File: src/rtl/flappy_game_ctrl_pkg.sv
// Shared game definitions: state encodings, default widths and the clock-rate
// constants the clock divider also derives its tick rates from.
package flappy_game_ctrl_pkg;

  typedef enum logic [1:0] {
    ST_IDLE  = 2'b00,
    ST_PLAY  = 2'b01,
    ST_PAUSE = 2'b10,
    ST_LOST  = 2'b11
  } game_state_e;

  localparam int CLK_HZ       = 100_000_000;
  localparam int GAME_TICK_HZ = 50;

  localparam int DEF_SCORE_W         = 10;
  localparam int DEF_NUM_PILLARS     = 2;
  localparam int DEF_DEBOUNCE_CYC    = CLK_HZ / 100;      // 10 ms of stable input
  localparam int DEF_LOST_HOLD_TICKS = 2 * GAME_TICK_HZ;  // 2 s on the game tick

  function automatic logic [3:0] popcount8(input logic [7:0] v);
    logic [3:0] n;
    n = '0;
    for (int i = 0; i < 8; i++) begin
      n = n + {3'b000, v[i]};
    end
    return n;
  endfunction

endpackage

File: src/rtl/btn_debounce.sv
// Two-flop synchroniser plus stability counter; level follows din once it has
// held a new value for CYC clks, rise is a one-clk pulse registered with level.
module btn_debounce #(
  parameter int CYC = 4
) (
  input  logic clk,
  input  logic rst_n,
  input  logic din,
  output logic level,
  output logic rise
);

  localparam int CNT_W = (CYC < 2) ? 1 : $clog2(CYC);

  logic             sync1_q, sync1_d;
  logic             sync2_q, sync2_d;
  logic             level_q, level_d;
  logic             rise_q, rise_d;
  logic [CNT_W-1:0] cnt_q, cnt_d;

  always_comb begin
    sync1_d = din;
    sync2_d = sync1_q;
    level_d = level_q;
    cnt_d   = '0;
    // Any clk where the synced input agrees with level restarts the count.
    if (sync2_q != level_q) begin
      if (cnt_q == CNT_W'(CYC - 1)) begin
        level_d = sync2_q;
      end else begin
        cnt_d = cnt_q + CNT_W'(1);
      end
    end
    rise_d = level_d & ~level_q;
  end

  always_ff @(posedge clk) begin
    if (!rst_n) begin
      sync1_q <= 1'b0;
      sync2_q <= 1'b0;
      level_q <= 1'b0;
      rise_q  <= 1'b0;
      cnt_q   <= '0;
    end else begin
      sync1_q <= sync1_d;
      sync2_q <= sync2_d;
      level_q <= level_d;
      rise_q  <= rise_d;
      cnt_q   <= cnt_d;
    end
  end

  assign level = level_q;
  assign rise  = rise_q;

endmodule

File: src/rtl/flappy_game_ctrl.sv
// Game sequencer: IDLE/PLAY/PAUSE/LOST FSM, saturating score, high score and
// the post-crash hold-off; flap to flap_pulse is 2 + DEBOUNCE_CYC + 1 clks.
module flappy_game_ctrl
  import flappy_game_ctrl_pkg::*;
#(
  parameter int SCORE_W         = DEF_SCORE_W,
  parameter int NUM_PILLARS     = DEF_NUM_PILLARS,
  parameter int DEBOUNCE_CYC    = DEF_DEBOUNCE_CYC,
  parameter int LOST_HOLD_TICKS = DEF_LOST_HOLD_TICKS
) (
  input  logic                   clk,
  input  logic                   rst_n,
  input  logic                   tick_game,
  input  logic                   flap_btn,
  input  logic                   pause_sw,
  input  logic                   collision,
  input  logic [NUM_PILLARS-1:0] pillar_pass,
  output logic [1:0]             game_state,
  output logic                   game_run,
  output logic                   game_rst,
  output logic                   flap_pulse,
  output logic [SCORE_W-1:0]     score,
  output logic [SCORE_W-1:0]     high_score,
  output logic                   lost,
  output logic                   new_high
);

  localparam int PC_W   = $clog2(NUM_PILLARS + 1);
  localparam int SUM_W  = SCORE_W + 1;
  localparam int HOLD_W = $clog2(LOST_HOLD_TICKS + 1);
  localparam logic [SCORE_W-1:0] SCORE_MAX = '1;

  game_state_e        state_q, state_d;
  logic [SCORE_W-1:0] score_q, score_d;
  logic [SCORE_W-1:0] high_q, high_d;
  logic [HOLD_W-1:0]  hold_q, hold_d;
  logic               new_high_q, new_high_d;
  logic               game_rst_q, game_rst_d;
  logic               flap_pulse_q, flap_pulse_d;
  logic               pause_s1_q, pause_s1_d;
  logic               pause_s2_q, pause_s2_d;

  logic [PC_W-1:0]    pass_cnt;
  logic [SUM_W-1:0]   score_sum;
  logic [SCORE_W-1:0] score_acc;
  logic               flap_evt;
  logic               flap_level_unused;

  btn_debounce #(
    .CYC (DEBOUNCE_CYC)
  ) u_flap_db (
    .clk   (clk),
    .rst_n (rst_n),
    .din   (flap_btn),
    .level (flap_level_unused),
    .rise  (flap_evt)
  );

  always_comb begin
    pass_cnt  = PC_W'(popcount8(8'(pillar_pass)));
    score_sum = {1'b0, score_q} + SUM_W'(pass_cnt);
    score_acc = score_sum[SCORE_W] ? SCORE_MAX : score_sum[SCORE_W-1:0];
  end

  always_comb begin
    state_d      = state_q;
    score_d      = score_q;
    high_d       = high_q;
    hold_d       = hold_q;
    new_high_d   = new_high_q;
    game_rst_d   = 1'b0;
    flap_pulse_d = 1'b0;
    pause_s1_d   = pause_sw;
    pause_s2_d   = pause_s1_q;

    case (state_q)
      ST_IDLE: begin
        if (flap_evt) begin
          state_d    = ST_PLAY;
          game_rst_d = 1'b1;
          score_d    = '0;
          new_high_d = 1'b0;
        end
      end
      ST_PLAY: begin
        // The crash cycle still banks its pillar passes before the high-score compare.
        score_d = score_acc;
        if (collision) begin
          state_d = ST_LOST;
          hold_d  = HOLD_W'(LOST_HOLD_TICKS);
          if (score_acc > high_q) begin
            high_d     = score_acc;
            new_high_d = 1'b1;
          end
        end else if (pause_s2_q) begin
          state_d = ST_PAUSE;
        end else if (flap_evt) begin
          flap_pulse_d = 1'b1;
        end
      end
      ST_PAUSE: begin
        if (!pause_s2_q) begin
          state_d = ST_PLAY;
        end
      end
      ST_LOST: begin
        if (hold_q != '0) begin
          if (tick_game) begin
            hold_d = hold_q - HOLD_W'(1);
          end
        end else if (flap_evt) begin
          state_d    = ST_PLAY;
          game_rst_d = 1'b1;
          score_d    = '0;
          new_high_d = 1'b0;
        end
      end
      default: state_d = ST_IDLE;
    endcase
  end

  always_ff @(posedge clk) begin
    if (!rst_n) begin
      state_q      <= ST_IDLE;
      score_q      <= '0;
      high_q       <= '0;
      hold_q       <= '0;
      new_high_q   <= 1'b0;
      game_rst_q   <= 1'b0;
      flap_pulse_q <= 1'b0;
      pause_s1_q   <= 1'b0;
      pause_s2_q   <= 1'b0;
    end else begin
      state_q      <= state_d;
      score_q      <= score_d;
      high_q       <= high_d;
      hold_q       <= hold_d;
      new_high_q   <= new_high_d;
      game_rst_q   <= game_rst_d;
      flap_pulse_q <= flap_pulse_d;
      pause_s1_q   <= pause_s1_d;
      pause_s2_q   <= pause_s2_d;
    end
  end

  assign game_state = state_q;
  assign game_run   = (state_q == ST_PLAY);
  assign lost       = (state_q == ST_LOST);
  assign game_rst   = game_rst_q;
  assign flap_pulse = flap_pulse_q;
  assign score      = score_q;
  assign high_score = high_q;
  assign new_high   = new_high_q;

endmodule

File: config.mk
export PLATFORM = sky130hd
export DESIGN_NAME = flappy_game_ctrl
export DESIGN_NICKNAME = d
export VERILOG_FILES = /design/src/rtl/flappy_game_ctrl_pkg.sv /design/src/rtl/btn_debounce.sv /design/src/rtl/flappy_game_ctrl.sv
export SDC_FILE = /design/constraint.sdc
export NUM_CORES = 1
export LEC_CHECK = 0
export CORE_UTILIZATION = 56
export CTS_CLUSTER_DIAMETER = 200
export CTS_CLUSTER_SIZE = 10
export DETAILED_ROUTE_END_ITERATION = 12
export PLACE_DENSITY_LB_ADDON = 0.05
export RECOVER_POWER = 50
export SLEW_MARGIN = 20
export SYNTH_ARGS = -nofsm -noshare
export SYNTH_HDL_FRONTEND = slang
export SYNTH_SLANG_ARGS = --single-unit
File: constraint.sdc
create_clock -name clk -period 3.89 [get_ports clk]
set_input_delay 0.389 -clock clk [delete_from_list [all_inputs] [get_ports clk]]
set_output_delay 0.389 -clock clk [all_outputs]
set_load 0.1 [all_outputs]
==> results.sh <==
export IMPL_cp_slowest_stage_delay_ps=720
export IMPL_cts_tree="done"
export IMPL_p_int_mw=1.08
export IMPL_syn_inst=359
export IMPL_crit_type="input pin to flip-flop"
export IMPL_ff2ff_setup_slack_ps=440
export IMPL_gp_congestion=0.905
export IMPL_syn_nets=387
export IMPL_swShare=0.355
export IMPL_synth_top_area_cell="dfxtp_1"
export IMPL_final_cells=478
export IMPL_yosysSeqAreaShare=0.381
export IMPL_grt_pass1_vias=2375
export IMPL_worstPathCellList="clkdlybuf4s50_1 -> fa_1 -> ha_1 -> nand2_1 -> or3_1 -> nand3_1 -> ha_1 -> and3_1 -> and3_1 -> and3_1 -> nor3_2 -> mux2i_1"
export IMPL_cts_root_buf="clkbuf_8"
export IMPL_async_flop_share=0
export IMPL_pwr_share_seq=0.404
export IMPL_layout_drive_gt1_share=0.0858
export IMPL_via_per_inst=5.49
export IMPL_drc_errors=0
export IMPL_synth_cell_type_count=45
export IMPL_clock_latency_ps=340
export IMPL_area_sequential_mm2=0.00116
export IMPL_syn2layout_area_growth_pct=20.8
export IMPL_first_pass_iters=4
export IMPL_min_period_over_period=0.936
export IMPL_holdPathStages=1
export IMPL_tightest_slew_ps=1440
export IMPL_drt_total_wl_um=6480
export IMPL_startpoint_type="input pin"
export IMPL_drv_slew=0
export IMPL_antenna_found_initial=0
export IMPL_num_vias=2624
export IMPL_timing_rr_start="score[0]"
export IMPL_crit_slowest_cell="nor3_2"
export IMPL_clock_power_share=0.291
export IMPL_dp_cells=463
export IMPL_fin_hold_ws_ps=437
export IMPL_cp_arrival_ps=3910
export IMPL_start_util=0.589
export IMPL_post_synth_top_count_cell="dfxtp_1"
export IMPL_design_core_area_mm2=0.00517
export IMPL_cts_htree_levels=3
export IMPL_hold_violations=0
export IMPL_tritoncts_num_buffers=9
export IMPL_cts_resized=0
export IMPL_synthTopCellsByArea="dfxtp_1 38%, ha_1 7.8%, nand2_1 5.7%, nor2_1 5.3%, xnor2_1 4.0%"
export IMPL_setup_violations=0
export IMPL_n_antenna_cell=0
export IMPL_ctsLongestPathBuffers=2
export IMPL_p_leak_nw=1.37
export IMPL_core_rowCount=26
export IMPL_grt_ovfl_total=0
export IMPL_grtUsageTotal=0.254
export IMPL_cts_sinks=58
export IMPL_yosysTopAreaCellShare=0.381
export IMPL_rr_endpoint="high_score[8]"
export IMPL_synthTopCellsByCount="58 x dfxtp_1, 46 x nand2_1, 43 x nor2_1"
export IMPL_vdd_drop_max_uv=395
export IMPL_worstPathRequired_ps=4160
export IMPL_syn_area_mm2=0.00305
export IMPL_synth_edf_count=0
export IMPL_period_needed_ps=3640
export IMPL_hold_end="pause_s2_q"
export IMPL_p_per_area_mw_per_mm2=457
export IMPL_synthFlopType="dfxtp_1"
export IMPL_status="finished, final reports clean"
export IMPL_grt_max_degree=37
export IMPL_fill_cells=437
export IMPL_power_net_switching_uw=597
export IMPL_setup_worst_path_end_class="flip-flop"
export IMPL_multiInputGateArea_mm2=0.00176
export IMPL_die_area_mm2=0.00574
export IMPL_fin_skew_ps=6.53
export IMPL_die_w_um=75.8
export IMPL_finalNetCount=432
export IMPL_dp_final_hpwl_um=4680
export IMPL_utilization=0.711
export IMPL_rsz0062_at_grt="no"
export IMPL_portBuffers=34
export IMPL_drt_iter0_markers=85
export IMPL_reg2regPathDepth=11
export IMPL_ctsHoldBuffers=0
export IMPL_hp_start="pause_s1_q"
export IMPL_fmax_mhz=275
export IMPL_max_slew_margin=0.0403
export IMPL_crit_top_cell="and3_1"
export IMPL_grt_pass1_wl_um=10700
export IMPL_yosys_warnings=0
export IMPL_hold_path_class="flip-flop to flip-flop"
export IMPL_yosys_register_bits=58
export IMPL_combPwrFrac=0.305
export IMPL_avgSynthCellArea_um2=8.49
export IMPL_die_h_um=75.8
export IMPL_wl_per_cell_um=13.6
export IMPL_antenna_left=0
export IMPL_clk_pin_slew_ps=60
export IMPL_cp_max_fo=10
export IMPL_io_pins=35
export IMPL_maxCapViolCount=0
export IMPL_finalPower_mw=1.68
export IMPL_post_cts_buffers=0
-- per-stage QoR --
stage,area (um2),setup TNS (ps),worst slack (ps)
CTS,3680,0,238
global route,3680,0,17.0
global placement,3510,-736,-75.6
detailed placement,3510,-828,-96.0
finish,3680,0,248
floorplan,3050,0,129
-- sequential cells by signal, summed over array words and instances, names as in the netlist --
signal             cells
flap_pulse             1
game_rst               1
pause_s2_q             1
game_state             2
pause_s1_q             1
high_score            10
u_flap_db.cnt_q       20
u_flap_db.level        1
u_flap_db.sync2_q      1
u_flap_db.sync1_q      1
new_high               1
u_flap_db.rise         1
hold_q                 7
score                 10
-- placed cells by master (no fill, tap or decap), types with 13 or more instances in the layout --
| cell | synthesis | routed |
|---|---|---|
| clkdlybuf4s50_1 | 0 | 20 |
| dfxtp_1 | 58 | 58 |
| dlygate4sd3_1 | 0 | 14 |
| ha_1 | 19 | 19 |
| inv_1 | 20 | 20 |
| nand2_1 | 46 | 46 |
| nand3_1 | 18 | 18 |
| nor2_1 | 43 | 43 |
| xnor2_1 | 14 | 14 |
| xor2_1 | 13 | 13 |
-- critical path, delay by kind of cell --
family                     cells  cell delay [ps]
adders and majority gates      3             1020
buffers and inverters          1              430
muxes                          1              260
and+or+nand+nor                7             1790
-- how the worst max path moves through the flow --
stage | cells past startpoint | start | slack [ps] | to
global route | 12 | pillar_pass[0] | 20 | high_score[5]
finish | 12 | pillar_pass[0] | 250 | high_score[8]
detailed placement | 12 | pillar_pass[0] | -100 | high_score[8]
floorplan | 13 | score[0] | 130 | high_score[0]
global placement | 12 | pillar_pass[0] | -80 | high_score[7]
CTS | 12 | pillar_pass[0] | 240 | high_score[8]
-- power groups by stage --
stage          clock (mW)  sequential [mW]  combinational (mW)
6_report            0.489            0.679               0.513
5_1_grt             0.525            0.685               0.560
4_1_cts             0.497            0.680               0.517
3_5_place_dp            0            0.692               0.512
3_3_place_gp            0            0.691               0.507
2_1_floorplan           0            0.774               0.328
-- final cells by class --
cell class                 count  share of cell area
inverter                      20              0.0204
tap                           70              0.0238
clock inverter                 3             0.00408
multi-input combinational    269               0.478
clock buffer                  12              0.0422
sequential                    58               0.316
timing repair buffer          46               0.116
-- metal layers --
metal	up-vias	part of all wire	global-route usage
li1	1327	-	-
met1	1222	0.45	0.298
met2	56	0.48	0.427
met3	19	0.044	0.0847
met4	0	0.026	0.0988
met5	-	0	0
-- kinds of logic (layout without fill, tap and decap cells) --
group | count (synthesis) | count (layout) | synth area share
AO/OA/AOI/OAI | 43 | 43 | 0.0928
XOR/XNOR | 27 | 27 | 0.0776
adder cells (fa/ha/maj) | 20 | 20 | 0.0846
buffers and inverters | 32 | 81 | 0.0431
flip-flops | 58 | 58 | 0.381
multiplexers | 14 | 14 | 0.0468
AND/OR/NAND/NOR | 165 | 165 | 0.274
Power figures use the tool's default switching activity.
